File: src/rtl/vend_pkg.sv
// vend_pkg: state encoding, coin codes and the coin value helper shared by vend_ctrl.
package vend_pkg;

  localparam logic [2:0] S_IDLE     = 3'd0;
  localparam logic [2:0] S_COLLECT  = 3'd1;
  localparam logic [2:0] S_DISPENSE = 3'd2;
  localparam logic [2:0] S_CHANGE   = 3'd3;
  localparam logic [2:0] S_FAULT    = 3'd4;

  typedef enum logic [2:0] {
    ST_IDLE     = S_IDLE,
    ST_COLLECT  = S_COLLECT,
    ST_DISPENSE = S_DISPENSE,
    ST_CHANGE   = S_CHANGE,
    ST_FAULT    = S_FAULT
  } vend_state_t;

  localparam logic [1:0] COIN_NONE = 2'b00;
  localparam logic [1:0] COIN_50   = 2'b01;
  localparam logic [1:0] COIN_100  = 2'b10;

  // 2'b11 is a glitch from the acceptor and counts as no coin.
  function automatic logic [1:0] coin_units(input logic [1:0] coin);
    case (coin)
      COIN_NONE: return 2'd0;
      COIN_50:   return 2'd1;
      COIN_100:  return 2'd2;
      default:   return 2'd0;
    endcase
  endfunction

endpackage

File: src/rtl/vend_timer.sv
// vend_timer: dispense timeout down-counter; start loads TIMEOUT, expired flags
// terminal count while running, clear stops it.
module vend_timer #(
  parameter int TIMEOUT = 15
) (
  input  logic clk,
  input  logic rst,
  input  logic start,
  input  logic clear,
  output logic expired
);

  localparam int TW = $clog2(TIMEOUT + 1);

  logic [TW-1:0] cnt_q, cnt_d;
  logic          run_q, run_d;

  always_comb begin
    cnt_d = cnt_q;
    run_d = run_q;
    if (clear) begin
      cnt_d = '0;
      run_d = 1'b0;
    end else if (start) begin
      cnt_d = TW'(TIMEOUT);
      run_d = 1'b1;
    end else if (run_q && (cnt_q != '0)) begin
      cnt_d = cnt_q - TW'(1);
    end
  end

  always_ff @(posedge clk or posedge rst) begin
    if (rst) begin
      cnt_q <= '0;
      run_q <= 1'b0;
    end else begin
      cnt_q <= cnt_d;
      run_q <= run_d;
    end
  end

  assign expired = run_q && (cnt_q == '0);

endmodule

File: src/rtl/vend_ctrl.sv
// vend_ctrl: coin credit accumulation and dispenser req/ack sequencing.
// Change return and cancel exist only when VEND_CHANGE_RETURN_EN is defined.
//
// state    | meaning
// IDLE     | no credit, waiting for the first coin
// COLLECT  | credit below price, accepting coins
// DISPENSE | disp_req high, waiting for disp_ack or timeout
// CHANGE   | paying back credit one 50 c pulse per cycle
// FAULT    | dispenser never acked; credit frozen
module vend_ctrl
  import vend_pkg::*;
#(
  parameter int PRICE      = 3,
  parameter int MAX_CREDIT = 6,
  parameter int TIMEOUT    = 15
) (
  input  logic                                 clk,
  input  logic                                 rst,
  input  logic [1:0]                           coin,
  input  logic                                 cancel,
  input  logic                                 disp_ack,
  output logic                                 disp_req,
  output logic                                 change_50,
  output logic                                 coin_rej,
  output logic [$clog2(MAX_CREDIT+1)-1:0]      credit,
  output logic                                 busy,
  output logic                                 fault
);

  localparam int CW = $clog2(MAX_CREDIT + 1);

  vend_state_t   state_q, state_d;
  logic [CW-1:0] credit_q, credit_d;
  logic [CW:0]   sum;
  logic          coin_vld;
  logic          coin_rej_q, coin_rej_d;
  logic          disp_req_q, disp_req_d;
  logic          fault_q, fault_d;
  logic          busy_q, busy_d;
  logic          tmr_start, tmr_clear, tmr_expired;
`ifdef VEND_CHANGE_RETURN_EN
  logic          change_q, change_d;
`else
  logic          unused_cancel;
  assign unused_cancel = cancel;
`endif

  assign coin_vld = (coin_units(coin) != 2'd0);
  assign sum      = {1'b0, credit_q} + (CW+1)'(coin_units(coin));

  always_comb begin
    state_d    = state_q;
    credit_d   = credit_q;
    coin_rej_d = 1'b0;
`ifdef VEND_CHANGE_RETURN_EN
    change_d   = 1'b0;
`endif
    case (state_q)
      ST_IDLE, ST_COLLECT: begin
`ifdef VEND_CHANGE_RETURN_EN
        if (cancel) begin
          coin_rej_d = coin_vld;
          if (credit_q != '0) state_d = ST_CHANGE;
          else                state_d = ST_IDLE;
        end else
`endif
        begin
          if (coin_vld) begin
            if (sum > (CW+1)'(MAX_CREDIT)) coin_rej_d = 1'b1;
            else                           credit_d   = sum[CW-1:0];
          end
          // Leftover credit after a dispense can already cover the price.
          if (credit_d >= CW'(PRICE))  state_d = ST_DISPENSE;
          else if (credit_d != '0)     state_d = ST_COLLECT;
          else                         state_d = ST_IDLE;
        end
      end
      ST_DISPENSE: begin
        coin_rej_d = coin_vld;
        if (disp_ack) begin
          credit_d = credit_q - CW'(PRICE);
          if (credit_d == '0) state_d = ST_IDLE;
`ifdef VEND_CHANGE_RETURN_EN
          else                state_d = ST_CHANGE;
`else
          else                state_d = ST_COLLECT;
`endif
        end else if (tmr_expired) begin
          state_d = ST_FAULT;
        end
      end
`ifdef VEND_CHANGE_RETURN_EN
      ST_CHANGE: begin
        coin_rej_d = coin_vld;
        if (credit_q != '0) begin
          change_d = 1'b1;
          credit_d = credit_q - CW'(1);
        end
        if (credit_q <= CW'(1)) state_d = ST_IDLE;
      end
`endif
      ST_FAULT: begin
        coin_rej_d = coin_vld;
`ifdef VEND_CHANGE_RETURN_EN
        if (cancel) state_d = ST_CHANGE;
`endif
      end
      default: state_d = ST_IDLE;
    endcase
    disp_req_d = (state_d == ST_DISPENSE);
    fault_d    = (state_d == ST_FAULT);
    busy_d     = (state_d != ST_IDLE);
  end

  assign tmr_start = (state_d == ST_DISPENSE) && (state_q != ST_DISPENSE);
  assign tmr_clear = (state_d != ST_DISPENSE);

  vend_timer #(.TIMEOUT(TIMEOUT)) u_timer (
    .clk     (clk),
    .rst     (rst),
    .start   (tmr_start),
    .clear   (tmr_clear),
    .expired (tmr_expired)
  );

  always_ff @(posedge clk or posedge rst) begin
    if (rst) begin
      state_q    <= ST_IDLE;
      credit_q   <= '0;
      coin_rej_q <= 1'b0;
      disp_req_q <= 1'b0;
      fault_q    <= 1'b0;
      busy_q     <= 1'b0;
    end else begin
      state_q    <= state_d;
      credit_q   <= credit_d;
      coin_rej_q <= coin_rej_d;
      disp_req_q <= disp_req_d;
      fault_q    <= fault_d;
      busy_q     <= busy_d;
    end
  end

`ifdef VEND_CHANGE_RETURN_EN
  always_ff @(posedge clk or posedge rst) begin
    if (rst) change_q <= 1'b0;
    else     change_q <= change_d;
  end
  assign change_50 = change_q;
`else
  assign change_50 = 1'b0;
`endif

  assign disp_req = disp_req_q;
  assign coin_rej = coin_rej_q;
  assign credit   = credit_q;
  assign busy     = busy_q;
  assign fault    = fault_q;

endmodule

File: config.mk
export PLATFORM = sky130hd
export DESIGN_NAME = vend_ctrl
export DESIGN_NICKNAME = d
export VERILOG_FILES = /design/src/rtl/vend_pkg.sv /design/src/rtl/vend_timer.sv /design/src/rtl/vend_ctrl.sv
export SDC_FILE = /design/constraint.sdc
export NUM_CORES = 1
export LEC_CHECK = 0
export BUFFER_PORTS_ARGS = -buffer_cell sky130_fd_sc_hd__buf_2
export CAP_MARGIN = 20
export CORE_UTILIZATION = 55
export DETAILED_ROUTE_END_ITERATION = 8
export GPL_TIMING_DRIVEN = 0
export PLACE_DENSITY = 0.84
export SYNTH_ARGS = -nofsm -noshare
export SYNTH_HDL_FRONTEND = slang
export SYNTH_SLANG_ARGS = --single-unit
File: constraint.sdc
create_clock -name clk -period 3.1 [get_ports clk]
set_input_delay 0.31 -clock clk [delete_from_list [all_inputs] [get_ports clk]]
set_output_delay 0.31 -clock clk [all_outputs]
set_load 0.005 [all_outputs]
==> out/qor.yml <==
outcome:
  status: "finished clean"
cts:
  postCtsSetupBuffers: 0
  htree_levels: 1
  hold_buffers: 0
  cts_tree: "done"
  cts_sinks: 15
  clock-root-buffer: "clkbuf_4"
  cts_made_buffers: 3
  cts_resized: 0
  clk_pin_slew_worst_paths_ns: 0.08
  clk_latency_ns: 0.28
  cts_max_path_buffers: 2
layout:
  fillers: 152
  final_area_mm2: 0.00113
  fin_nets: 142
  utilization_pct: 65.7
  area.growth.synth_to_final_pct: 11.0
  drive_gt1_share_pct: 18.1
  final_cell_mix: "dfrtp_1, inv_1, a21oi_1, nor2_1, buf_2"
  antenna_cells: 0
  final_common_cell: "dfrtp_1"
  fin_cells: 152
critical_path:
  r2r_slack_ns: 0.32
  worstPathMaxFanout: 8
  r2r_end: "busy$_DFF_PP0_"
  r2r_cells: 8
  worstReg2RegStart: "credit[0]$_DFFE_PP0P_"
  criticalPathCategory: "reg -> reg"
  end_kind: "flop"
  worstPathRequired_ns: 3.27
  critPathArrivalTime_ns: 2.95
  cp-start-kind: "flop"
synth:
  ys.warnings.count: 0
  ys_seq_area_share_pct: 36.8
  synth_area_leaders: "dfrtp_1, ha_1, a21oi_1"
  synth_ff_type: "dfrtp_1"
  synth_top_cell_by_area: "dfrtp_1"
  post_synth.cell_area_avg_um2: 9.12
  ys_types: 39
  syn-cell-area_mm2: 0.00102
  synth_top_area_share_pct: 36.8
  synth_nets: 126
  async_flop_share_pct: 100
  synth-edff-count: 0
  ys_ff_latch: 15
  syn_inst: 112
place:
  postPlaceCellArea_mm2: 0.00111
  dp_hpwl_um: 1520
  placed_cells: 148
  routabilityCongestion: 0.862
  numPortBuffers: 11
sta:
  fin_crit_sh_pct: 89.8
  finalSetupViolCount: 0
  period_needed_ns: 2.78
  rsz0062_at_grt: "no"
  fin_setup_tns_ns: 0
  fmax_mhz: 359
  fin_skew_ns: 0.00104
  hold-worst-slack_ns: 0.0594
  worst_slew_pin_slew_ns: 0.550
  maxSlewHeadroom_pct: 63.3
  drv_slew: 0
  hold_viol_final: 0
global_routing:
  grt_use_total_pct: 22.4
  grt_pass1_vias: 747
  grt_overflow: 0
  grt_max_degree: 16
  antenna_found_initial: 0
  grt_pass1_wl_um: 3290
job:
  drv_cap: 0
route:
  wirelength_um: 1980
  antenna_left: 0
  drt_drc_violations_left: 0
  vias: 857
  vias_per_cell: 5.64
  first_iter_violations: 19
  wl_per_cell_um: 13.0
  drt_first_pass_iters: 4
floorplan:
  fp.dieArea_mm2: 0.00203
  initial_utilization_pct: 59.1
  die_y_um: 45.1
  core_mm2: 0.00173
  rows: 15
  fp.dieW_um: 45.1
  io_pins: 14
pwr:
  ir_drop_mv: 0.668
  leakage_nw: 0.538
  p_per_area_mw_per_mm2: 1050
min_path:
  hold_path.class: "in -> async"
==> cell usage after synthesis (2+ instances only) <==
cell type and instances:
a21oi_1 13, dfrtp_1 15, ha_1 7, inv_1 14, nand2_1 7, nand2b_1 2, nor2_1 11, nor3_1 3
o21ai_0 7, o31ai_1 2, xnor2_1 2, xor2_1 2
==> state kept, by name (all words and copies together), names as in the netlist <==
name,cells
u_timer.cnt_q,4
credit,3
state_q,3
busy,1
coin_rej,1
disp_req,1
fault,1
u_timer.run_q,1
==> logic make-up after synthesis <==
kind of cell | synth area share, %
xor+xnor | 3.43
mux | 1.10
buf+inv | 7.97
flops | 36.8
other cells | 0.367
compound gates | 23.4
simple gates | 16.4
fa+ha+maj | 10.5
==> worst max path at each step <==
stage                               start        endpoint  slack (ns)  cells after the start
floorplan                         coin[1]  busy$_DFF_PP0_        0.53                     10
global placement                  coin[0]  busy$_DFF_PP0_        0.26                     10
detailed placement                coin[0]  busy$_DFF_PP0_        0.22                     10
CTS                 credit[0]$_DFFE_PP0P_  busy$_DFF_PP0_        0.33                      8
global route        credit[0]$_DFFE_PP0P_  busy$_DFF_PP0_        0.15                      8
finish              credit[0]$_DFFE_PP0P_  busy$_DFF_PP0_        0.32                      8
==> power by group <==
group / internal, mW / switching, mW / total (mW)
Sequential: 0.289 / 0.0906 / 0.380
Clock: 0.0500 / 0.0584 / 0.108
Combinational: 0.305 / 0.403 / 0.708
==> layout make-up <==
type / count / area (µm²) / share of cell area (%)
plain buffers: 3 / 22.5 / 1.99
clock buffers: 4 / 26.3 / 2.32
inverters: 15 / 58.8 / 5.19
multi-input cells: 79 / 564 / 49.8
flip-flops and latches: 15 / 375 / 33.1
well taps: 25 / 31.3 / 2.76
repair buffers: 11 / 55.1 / 4.86
==> routing by layer <==
| layer | GRT usage, % | wire length [µm] |
|---|---|---|
| met1 | 29.7 | 933 |
| met2 | 36.2 | 941 |
| met3 | 7.60 | 94 |
| met4 | 3.64 | 14 |
| met5 | 0 | 0 |
==> critical path: stages, from the launching register on <==
cell,delay (ns)
dfrtp_1,0.46
ha_1,0.24
inv_1,0.07
fa_1,0.48
nand2b_2,0.25
a21oi_1,0.29
nor2_1,0.12
o311ai_4,0.39
or3b_1,0.38
==> per-stage QoR <==
step	power [mW]	worst slack (ns)
3_5_place_dp	1.08	0.215
6_report	1.20	0.317
2_1_floorplan	0.911	0.529
4_1_cts	1.19	0.325
3_3_place_gp	1.04	0.260
5_1_grt	1.30	0.153
No activity file was read; power rests on OpenSTA's default activity.
